File: src/rtl/button_gesture_decoder.sv
// Turns a debounced button level into SHORT / LONG / DOUBLE gesture events
// and queues them for a consumer through a valid/ready FIFO.
module button_gesture_decoder #(
    parameter int LONG_CYCLES = 50_000_000,
    parameter int DTAP_CYCLES = 25_000_000,
    parameter int CNT_W       = 26,
    parameter int FIFO_DEPTH  = 4
) (
    input  logic       clk,
    input  logic       rst_n,
    input  logic       btn_level,
    output logic       evt_valid,
    input  logic       evt_ready,
    output logic [1:0] evt_code,
    output logic       overflow,
    output logic [7:0] drop_cnt,
    output logic       busy
);
    localparam int              AW         = $clog2(FIFO_DEPTH);
    localparam logic [CNT_W-1:0] LONG_N     = CNT_W'(LONG_CYCLES);
    localparam logic [CNT_W-1:0] DTAP_N     = CNT_W'(DTAP_CYCLES);
    localparam logic [CNT_W-1:0] ONE        = CNT_W'(1);
    localparam logic [1:0]      CODE_SHORT = 2'b01;
    localparam logic [1:0]      CODE_LONG  = 2'b10;
    localparam logic [1:0]      CODE_DBL   = 2'b11;

    typedef enum logic [1:0] {IDLE, PRESS1, GAP, HOLD} state_t;

    state_t           state, state_nxt;
    logic [CNT_W-1:0] timer, timer_nxt, timer_inc;
    logic             btn_prev, rise;
    logic             push;
    logic [1:0]       push_code;

    assign rise      = btn_level & ~btn_prev;
    assign timer_inc = timer + ONE;
    assign busy      = (state != IDLE);

    // btn_prev resets high so a button held through reset is not seen as a press
    always_ff @(posedge clk or negedge rst_n) begin
        if (!rst_n) begin
            state    <= IDLE;
            timer    <= '0;
            btn_prev <= 1'b1;
        end else begin
            state    <= state_nxt;
            timer    <= timer_nxt;
            btn_prev <= btn_level;
        end
    end

    always_comb begin
        state_nxt = state;
        timer_nxt = timer;
        push      = 1'b0;
        push_code = CODE_SHORT;
        case (state)
            IDLE: begin
                if (rise) begin
                    state_nxt = PRESS1;
                    timer_nxt = ONE;
                end
            end
            PRESS1: begin
                if (btn_level) begin
                    if (timer_inc == LONG_N) begin
                        push      = 1'b1;
                        push_code = CODE_LONG;
                        state_nxt = HOLD;
                        timer_nxt = '0;
                    end else begin
                        timer_nxt = timer_inc;
                    end
                end else begin
                    state_nxt = GAP;
                    timer_nxt = ONE;
                end
            end
            GAP: begin
                // a second rise beats an expiring gap on the same sample
                if (rise) begin
                    push      = 1'b1;
                    push_code = CODE_DBL;
                    state_nxt = HOLD;
                    timer_nxt = '0;
                end else if (timer_inc == DTAP_N) begin
                    push      = 1'b1;
                    push_code = CODE_SHORT;
                    state_nxt = IDLE;
                    timer_nxt = '0;
                end else begin
                    timer_nxt = timer_inc;
                end
            end
            HOLD: begin
                if (!btn_level) state_nxt = IDLE;
            end
            default: state_nxt = IDLE;
        endcase
    end

    logic [1:0]  mem [FIFO_DEPTH];
    logic [AW:0] wr_ptr, rd_ptr;
    logic        empty, full, pop, do_push;

    assign empty     = (wr_ptr == rd_ptr);
    assign full      = (wr_ptr[AW] != rd_ptr[AW]) && (wr_ptr[AW-1:0] == rd_ptr[AW-1:0]);
    assign pop       = ~empty & evt_ready;
    assign do_push   = push & (~full | pop);
    assign overflow  = push & full & ~pop;
    assign evt_valid = ~empty;
    assign evt_code  = empty ? 2'b00 : mem[rd_ptr[AW-1:0]];

    always_ff @(posedge clk or negedge rst_n) begin
        if (!rst_n) begin
            wr_ptr   <= '0;
            rd_ptr   <= '0;
            drop_cnt <= 8'd0;
        end else begin
            if (do_push) wr_ptr <= wr_ptr + (AW+1)'(1);
            if (pop)     rd_ptr <= rd_ptr + (AW+1)'(1);
            if (overflow && (drop_cnt != 8'hFF)) drop_cnt <= drop_cnt + 8'd1;
        end
    end

    // queue storage holds data only; validity comes from the pointers
    always_ff @(posedge clk) begin
        if (do_push) mem[wr_ptr[AW-1:0]] <= push_code;
    end
endmodule

File: config.mk
export PLATFORM = sky130hd
export DESIGN_NAME = button_gesture_decoder
export DESIGN_NICKNAME = d
export VERILOG_FILES = /design/src/rtl/button_gesture_decoder.sv
export SDC_FILE = /design/constraint.sdc
export NUM_CORES = 1
export LEC_CHECK = 0
export ABC_AREA = 1
export BUFFER_PORTS_ARGS = -buffer_cell sky130_fd_sc_hd__buf_4
export CELL_PAD_IN_SITES_DETAIL_PLACEMENT = 0
export CELL_PAD_IN_SITES_GLOBAL_PLACEMENT = 1
export CORE_MARGIN = 8
export CORE_UTILIZATION = 30
export CTS_CLUSTER_SIZE = 12
export DETAILED_ROUTE_END_ITERATION = 12
export PLACE_DENSITY_LB_ADDON = 0.1
export SETUP_SLACK_MARGIN = 0.15
export SLEW_MARGIN = 20
export SYNTH_ARGS = -nofsm -noshare
export SYNTH_HDL_FRONTEND = slang
export SYNTH_SLANG_ARGS = --single-unit
File: constraint.sdc
create_clock -name clk -period 5 [get_ports clk]
set_clock_uncertainty 0.2 [all_clocks]
set_input_delay 0.25 -clock clk [delete_from_list [all_inputs] [get_ports clk]]
set_output_delay 0.25 -clock clk [all_outputs]
set_load 0.01 [all_outputs]
# [Yosys cells after proc, flatten, opt, wreduce, memory -nomap -nowiden]
# Memories as Yosys holds them, arrays and structs flattened.
# Cells that the tools add are included.
[word_totals] register_bits=43 ramBits=8 inputBits=4 output_inout_bits=13 wordCells=66 mem_count=1
[mem_list] name="mem" depth=4 width=2 read_ports=1 rd_ports_with_merged_regs=0 write_ports=1 line_no="102" rtl="logic [1:0] mem [FIFO_DEPTH];"
[classes] n_addsub=4 eq_ne=13 muxes=25 bitwise=10 n_reduce_logical=7
[op_table] op="two-way mux 26 bit" count=5
[op_table] op="case mux 26 bit (3 select lines)" count=1
[op_table] op="adder 26 x 1 -> 26 bit, second input constant" count=1
[op_table] op="equality test 26 x 25 -> 1 bit, second input constant" count=1
[op_table] op="equality test 26 bit, second input constant" count=1
[op_table] op="two-way mux 2 bit" count=10
[op_table] op="adder 8 x 1 -> 8 bit, second input constant" count=1
[op_table] op="!= test 8 bit, second input constant" count=1
[op_table] op="case mux 2 bit (4 select lines)" count=1
[op_table] op="adder 3 x 1 -> 3 bit, second input constant" count=2
[op_table] op="two-way mux 1 bit" count=6
[op_table] op="!= test 3 bit, second input constant" count=2
[op_table] op="bitwise AND 1 bit" count=5
[op_table] op="equality test 2 bit, second input constant" count=2
[op_table] op="!= test 2 bit, second input constant" count=2
[op_table] op="NOT 1 bit" count=4
[op_table] op="case mux 2 bit (2 select lines)" count=1
[op_table] op="AND reduction 4 bit" count=1
[op_table] op="equality test 3 bit" count=1
[op_table] op="nonzero test 3 bit" count=1
[op_table] op="equality test 2 x 1 -> 1 bit, second input constant" count=1
[op_table] op="equality test 2 bit" count=1
[op_table] op="logical AND 1 bit" count=2
[op_table] op="logical NOT 2 bit" count=1
[op_table] op="other kinds (5)" count=5

# [Depth between registers and ports, before layout]
# Gate-level depths: netlist of run 1.
[depth] ltp_word=8 mapped_depth=18 depth_no_buf=18

# [Worst setup path after synthesis of run 1]
# OpenSTA, ideal clock, no wires.
[synth_path] kind="flip-flop to flip-flop" from="reg timer[0]" to="mem mem[0][0], enable pin" setup_time_ps=309 t_arrival_ps=2145 required_ps=4491 slack_ps=2346 stages_incl_launch_ff=14 path_buffers=0 period_less_slack_ps=2654 cell_sequence="dfrtp_1 ha_1 nand2_1 nor2_4 nand2_1 nor2_2 nand2_1 xor2_1 nand2_1 nor2_1 nand4_2 a21oi_4 nand2_4 nor2_1"
[synth_between] elab_chain_len=8
[synth_lines] item="start, declared" line_no="30" rtl="logic [CNT_W-1:0] timer, timer_nxt, timer_inc;"
[synth_lines] item="start signal, assigned" line_no="47" rtl="timer <= timer_nxt;"
[synth_lines] item="adder 26 x 1 -> 26 bit (*)" line_no="36" rtl="assign timer_inc = timer + ONE;"
[synth_lines] item="equality test 26 x 25 -> 1 bit or equality test 26 bit (tied branches)" line_no="86, 66"
[synth_lines] item="two-way mux 1 bit, on equally long branches" line_no="86, 66"
[synth_lines] item="two-way mux 1 bit, on equally long branches" line_no="81, 65"
[synth_lines] item="case mux 1 bit (2 select lines) (*)" line_no="57" rtl="case (state)"
[synth_lines] item="bitwise AND 1 bit (*)" line_no="109" rtl="assign do_push = push & (~full | pop);"
[synth_lines] item="two-way mux 1 bit (*)" line_no="128" rtl="if (do_push) mem[wr_ptr[AW-1:0]] <= push_code;"
[synth_lines] item="two-way mux 1 bit (implied by the code) (*)" line_no="128"
[synth_lines] item="end, declared" line_no="102"
# Mark *: on every way between the ends. The rest lies on a longest branch, timed or not.

# [Worst setup path after layout of run 1]
[layout_path] from="reg timer[0]" to="out overflow"
[layout_between] elab_chain_len=7
[layout_lines] item="adder 26 x 1 -> 26 bit (*)" line_no="36"
[layout_lines] item="equality test 26 x 25 -> 1 bit or equality test 26 bit (tied branches)" line_no="86, 66"
[layout_lines] item="two-way mux 1 bit, on equally long branches" line_no="86, 66"
[layout_lines] item="two-way mux 1 bit, on equally long branches" line_no="81, 65"
[layout_lines] item="case mux 1 bit (2 select lines) (*)" line_no="57"
[layout_lines] item="bitwise AND 1 bit (*) (2 in a row)" line_no="110" rtl="assign overflow = push & full & ~pop;"
[layout_lines] item="end, declared" line_no="15" rtl="output logic overflow,"
# Marked as above.

==> results of run 1 <==
-- cells in the mapped netlist (2+ instances only) --
master / instances
nand4_1: 13
xnor2_1: 10
clkbuf_1: 3
o21bai_1: 2
nand3_1: 41
o21ai_0: 23
nand2_4: 2
nor3_1: 3
ha_1: 13
nor2_1: 57
nand2_1: 132
o32ai_1: 2
a21oi_1: 6
xor2_1: 13
edfxtp_1: 8
nand2_2: 6
nor2_2: 5
nor2_4: 5
nand4_2: 2
dfrtp_1: 42
o22ai_1: 7
o21ai_1: 2
inv_1: 51
-- flip-flops by register name, summed over array words and instances, names as in the netlist --
name,cells
timer,26
drop_cnt,8
mem,8
rd_ptr,3
wr_ptr,3
state,2
btn_prev,1
-- worst min-delay path by stage --
stage / start / endpoint / slack (ns)
6_report: evt_ready / rd_ptr[2]$_DFFE_PN0P_ / 0.03
2_1_floorplan: rst_n / drop_cnt[0]$_DFFE_PN0P_ / -0.25
3_3_place_gp: rst_n / timer[15]$_DFFE_PN0P_ / 0.12
3_5_place_dp: rst_n / timer[15]$_DFFE_PN0P_ / 0.11
4_1_cts: evt_ready / rd_ptr[2]$_DFFE_PN0P_ / 0.01
5_1_grt: evt_ready / rd_ptr[2]$_DFFE_PN0P_ / 0.03
-- per-layer routing --
metal | global-route usage (%) | up-vias | wire length, µm
li1 | - | 1518 | -
met1 | 19.4 | 1350 | 4720
met2 | 20.1 | 44 | 4030
met3 | 2.31 | 12 | 356
met4 | 5.63 | 0 | 192
met5 | 0 | - | 0
-- through the flow --
stage	std cells	cell area, µm²	setup WS (ns)	hold slack (ns)	utilization [%]
floorplan	455	3360	2.35	-0.246	-
global placement	609	3650	1.68	0.115	33.5
detailed placement	609	3650	1.68	0.112	33.5
CTS	619	3760	1.60	0.0125	34.5
global route	619	3760	1.31	0.0347	34.5
finish	619	3760	1.67	0.0291	34.5
-- power by group --
| part | internal (mW) | switching (mW) | total [mW] |
|---|---|---|---|
| combinational | 0.179 | 0.372 | 0.550 |
| clock | 0.0980 | 0.154 | 0.252 |
| sequential | 0.476 | 0.0648 | 0.541 |
| total | 0.753 | 0.590 | 1.34 |
-- worst max-delay path, cell delays in order (launching register included) --
cell and delay, ns:
dfrtp_1 0.44, ha_1 0.25, nand3_1 0.25, nor2_4 0.24
nand3_1 0.09, nand2_1 0.12, nand2_1 0.09, nor2_1 0.14
nand2_1 0.09, nor2_1 0.19, nand4_2 0.20, nand2_1 0.15
nand2_1 0.09, nor2_1 0.09, buf_4 0.13
-- cell families (layout without fill, tap and decap cells) --
logic type / after synthesis / after routing / share of synthesized area (%)
simple gates: 267 / 267 / 35.4
compound gates: 43 / 43 / 7.38
fa+ha+maj: 13 / 13 / 4.84
buf+inv: 56 / 80 / 6.30
mux: 1 / 1 / 0.335
flops: 51 / 51 / 39.2
xor+xnor: 24 / 24 / 6.48
-- cell type report --
type / count / area share [%]
multi-input combinational: 348 / 48.6
sequential: 51 / 35.0
inverter: 52 / 5.19
tap: 140 / 4.66
timing repair buffer: 20 / 4.13
clock buffer: 5 / 1.83
clock inverter: 3 / 0.532
==> reports/results.txt, run 1 <==
Cell area after synthesis: 0.00336 mm²
Vias in the first global route: 2,934
Asr flop ratio synth: 84.3%
Critical R2R Launch: timer[0]$_DFFE_PN0P_
Vias: 2,924
DRT Wirelength: 9.30 mm
I/O pins: 17
Worst setup path startpoint: timer[0]$_DFFE_PN0P_
Leakage dissipation: 1.65 nW
H-tree Lvls: 2
Hold Crit Class: primary input to register
Crit share post-route: 66.7%
Kind of critical path: register to output pin
Dominant cells by area after synthesis: dfrtp_1 31%, nand2_1 15%, edfxtp_1 7.2%, nor2_1 6.4%, nand3_1 6.1%
Multi-input gate area in the final layout: 0.00183 mm²
Seq/Total Area, Yosys: 39.2%
# rows: 38
Actual slew at the worst max-slew pin: 0.625 ns
Fmax: 300 MHz
Peak VDD IR: 188 µV
Fin. Hold Viols: 0
Crit path to: overflow
Core Region: 0.0109 mm²
Via density per instance: 4.72
Pwr per Cell Area: 357 mW/mm²
Area Growth Syn to Fin: 12.0%
Postcts setup bufs: 0
Leading cell type in the layout, fill and taps excluded: nand2_1
Synth warn: 0
Clk sinks: 51
DR pass1 iterations: 4
Mapped Nets: 472
Crit path arrival time: 2.88 ns
EDFF count, synth: 8
CTS resizes: 0
Design Power: 1.34 mW
Relative slew margins: 58.2%
Die Y-Extent: 122 µm
Mapped Cells: 455
Max Slew Vio Count: 0
Finish-stage setup viols: 0
Initial Util: 30.8%
Unrepaired setup endpoints after global routing: no
Post-DRT Antenna Nets: 0
Clock Tree Root: clkbuf_8
Worst Setup End Kind: output pin
Fin crit period: 3.33 ns
Commonest non-fill, non-tap cells in the layout: 132 x nand2_1, 57 x nor2_1, 51 x inv_1
CTS Buf Count: 5
Worst reg2reg path endpoint: timer[4]$_DFFE_PN0P_
Synth unique cells: 30
DR DRC count: 0
Reg2Reg Setup Slack: 1.68 ns
DR iter-0 viols: 178
Status: finished clean
Maximum fanout along the worst path: 6
Later-pin clock latency in the skew report: 0.32 ns
Synth top area share: 31.3%
Routability congestion estimate: 0.801
Buffers added on ports: 16
CTS clk-pin slew, worst paths: 0.10 ns
First-pass GRT wire length: 15.8 mm
Initial antenna violation count: 0
Max-Cap Viols: 0
Post-DP HPWL: 6.99 mm
Synth Area per Inst: 7.38 µm²
Required @ worst endpoint: 4.55 ns
Commonest register cell after synthesis: dfrtp_1
Post-CTS Hold Fix Bufs: 2
Layout cells sized above 1: 10.2%
Die Span X: 122 µm
Startpoint types: register
Ant diodes: 0
Area of the die: 0.0148 mm²
Largest net degree at the start of global routing: 44
Sequential cell area: 0.00132 mm²
Total grt overflow: 0
Synth area leader: dfrtp_1
Seq cells post-synth: 51
Worst-case clock buffer depth: 2
Post-Route Setup TNS: 0 ns
Worst Hold Path Cells: 3
Final Net Count: 495
Worst Reg-to-Reg Cells: 14
Wire per inst: 15.0 µm
TritonCTS clock tree: built
All-Layer GR Usage: 13.7%
Filler cells: 1,171
No activity file was read; power rests on OpenSTA's default activity.
==> run 2: changes to the inputs <==
Clock period 5 ns to 3.36 ns, I/O delays scaled along.
==> reports/results.txt, run 2 (same netlist as run 1, synthesis figures left out) <==
Crit path arrival time: 2.66 ns
DR iter-0 viols: 168
Core Region: 0.0109 mm²
DR pass1 iterations: 4
CP delay by family, top: simple AND/OR/NAND/NOR gates
# rows: 38
Crit share post-route: 90.2%
Kind of critical path: register to output pin
Wire per inst: 14.7 µm
Initial antenna violation count: 0
TritonCTS clock tree: built
Maximum fanout along the worst path: 4
Largest Register: timer
Critical path's slowest cell: dfrtp_1
Layout cells sized above 1: 15.6%
Placed Cells: 612
Die Span X: 122 µm
Post-DRT Antenna Nets: 0
Multi-input gate area in the final layout: 0.00192 mm²
Worst Setup End Kind: output pin
Fin. Hold Viols: 0
Pwr per Cell Area: 521 mW/mm²
Clock Tree Root: clkbuf_8
Area of the die: 0.0148 mm²
Later-pin clock latency in the skew report: 0.32 ns
Non-filler instance count after layout: 628
Peak VDD IR: 242 µV
Via density per instance: 4.70
DR DRC count: 0
Final Net Count: 504
Vias in the first global route: 2,901
Crit-path cells: buf_4 -> nand2_2 -> nor2_4 -> nand2_4 -> buf_4 -> xnor2_1 -> nand3_1 -> nor2_4 -> nand4_4 -> nand2_2 -> nand2_1 -> nor2_1 -> buf_4
Total grt overflow: 0
Ant diodes: 0
DRT Wirelength: 9.26 mm
Post-Route Setup TNS: 0 ns
I/O pins: 17
All-Layer GR Usage: 13.3%
Post-DP HPWL: 6.89 mm
Startpoint types: register
Routability congestion estimate: 0.764
Largest net degree at the start of global routing: 44
H-tree Lvls: 2
Hold Crit Class: primary input to async pin
Buffers added on ports: 16
Critical path's largest stage delay: 0.44 ns
Vias: 2,949
CP dominant cell by count: buf_4
Area Growth Syn to Fin: 17.0%
Max-Cap Viols: 0
Actual slew at the worst max-slew pin: 0.627 ns
Required @ worst endpoint: 2.99 ns
Initial Util: 30.8%
Unrepaired setup endpoints after global routing: yes
CTS clk-pin slew, worst paths: 0.11 ns
Max FFs per register: 26
CTS Buf Count: 5
DP Area: 0.00367 mm²
First-pass GRT wire length: 15.5 mm
Post-route cell area: 0.00393 mm²
CP Buf/Inv Count: 3
Filler cells: 1,151
Finish-stage setup viols: 0
Clk sinks: 51
Die Y-Extent: 122 µm
Relative slew margins: 58.2%
Leakage dissipation: 1.72 nW
Worst-case clock buffer depth: 2
Leading cell type in the layout, fill and taps excluded: nand2_1
Sequential cell area: 0.00132 mm²
Status: finished clean
Fin crit period: 3.03 ns
Max Slew Vio Count: 0
Commonest non-fill, non-tap cells in the layout: 129 x nand2_1, 51 x inv_1, 49 x nor2_1
Fmax: 330 MHz
run 2: final timing paths:
kind                                       start                    end  slack, ns  cells past startpoint
max in group asynchronous                  rst_n   timer[0]$_DFFE_PN0P_       2.28                      2
hold / removal                             rst_n  timer[11]$_DFFE_PN0P_       0.20                      2
setup reg to reg            timer[1]$_DFFE_PN0P_   timer[4]$_DFFE_PN0P_       0.45                     14
min in group clk           rd_ptr[2]$_DFFE_PN0P_  rd_ptr[2]$_DFFE_PN0P_       0.31                      1
hold reg to reg            rd_ptr[2]$_DFFE_PN0P_  rd_ptr[2]$_DFFE_PN0P_       0.31                      1
setup / recovery            timer[1]$_DFFE_PN0P_               overflow       0.33                     13
run 2: power breakdown:
group	leakage, nW	internal (mW)	switching (mW)	total (mW)
clock network	0.0402	0.146	0.236	0.382
logic	1.03	0.296	0.562	0.858
registers	0.646	0.710	0.0973	0.808
run 2: cell type report:
cell class                      instances  area share, %
Clock buffer                            5           1.75
Clock inverter                          3          0.510
Inverter                               52           4.97
Multi-Input combinational cell        348           48.9
Sequential cell                        51           33.7
Tap cell                              140           4.46
Timing Repair Buffer                   29           5.73
run 2: routing by layer:
layer | share of wire [%] | track usage, %
met3 | 3.5 | 2.36
met2 | 42 | 19.3
met1 | 53 | 19.7
met4 | 0.77 | 3.16
met5 | 0 | 0
run 2: timing repair:
action                     CTS  global route
setup buffers                0             5
resized for setup            1            25
hold buffers                 3             0
setup endpoints to repair    1            19
hold endpoints to repair    46             0
pin swaps                    0             4
gates cloned                 0             0
run 2: per-stage QoR:
stage / hold slack [ns] / utilization [%] / setup slack [ns] / power [mW]
after detailed placement: 0.0350 / 33.8 / 0.275 / 1.66
after floorplan: -0.328 / - / 0.706 / 1.34
after global routing: 0.270 / 36.1 / 0.0948 / 2.23
after CTS: 0.223 / 34.9 / 0.157 / 2.06
after global placement: 0.0374 / 33.8 / 0.279 / 1.66
final: 0.195 / 36.1 / 0.330 / 2.05
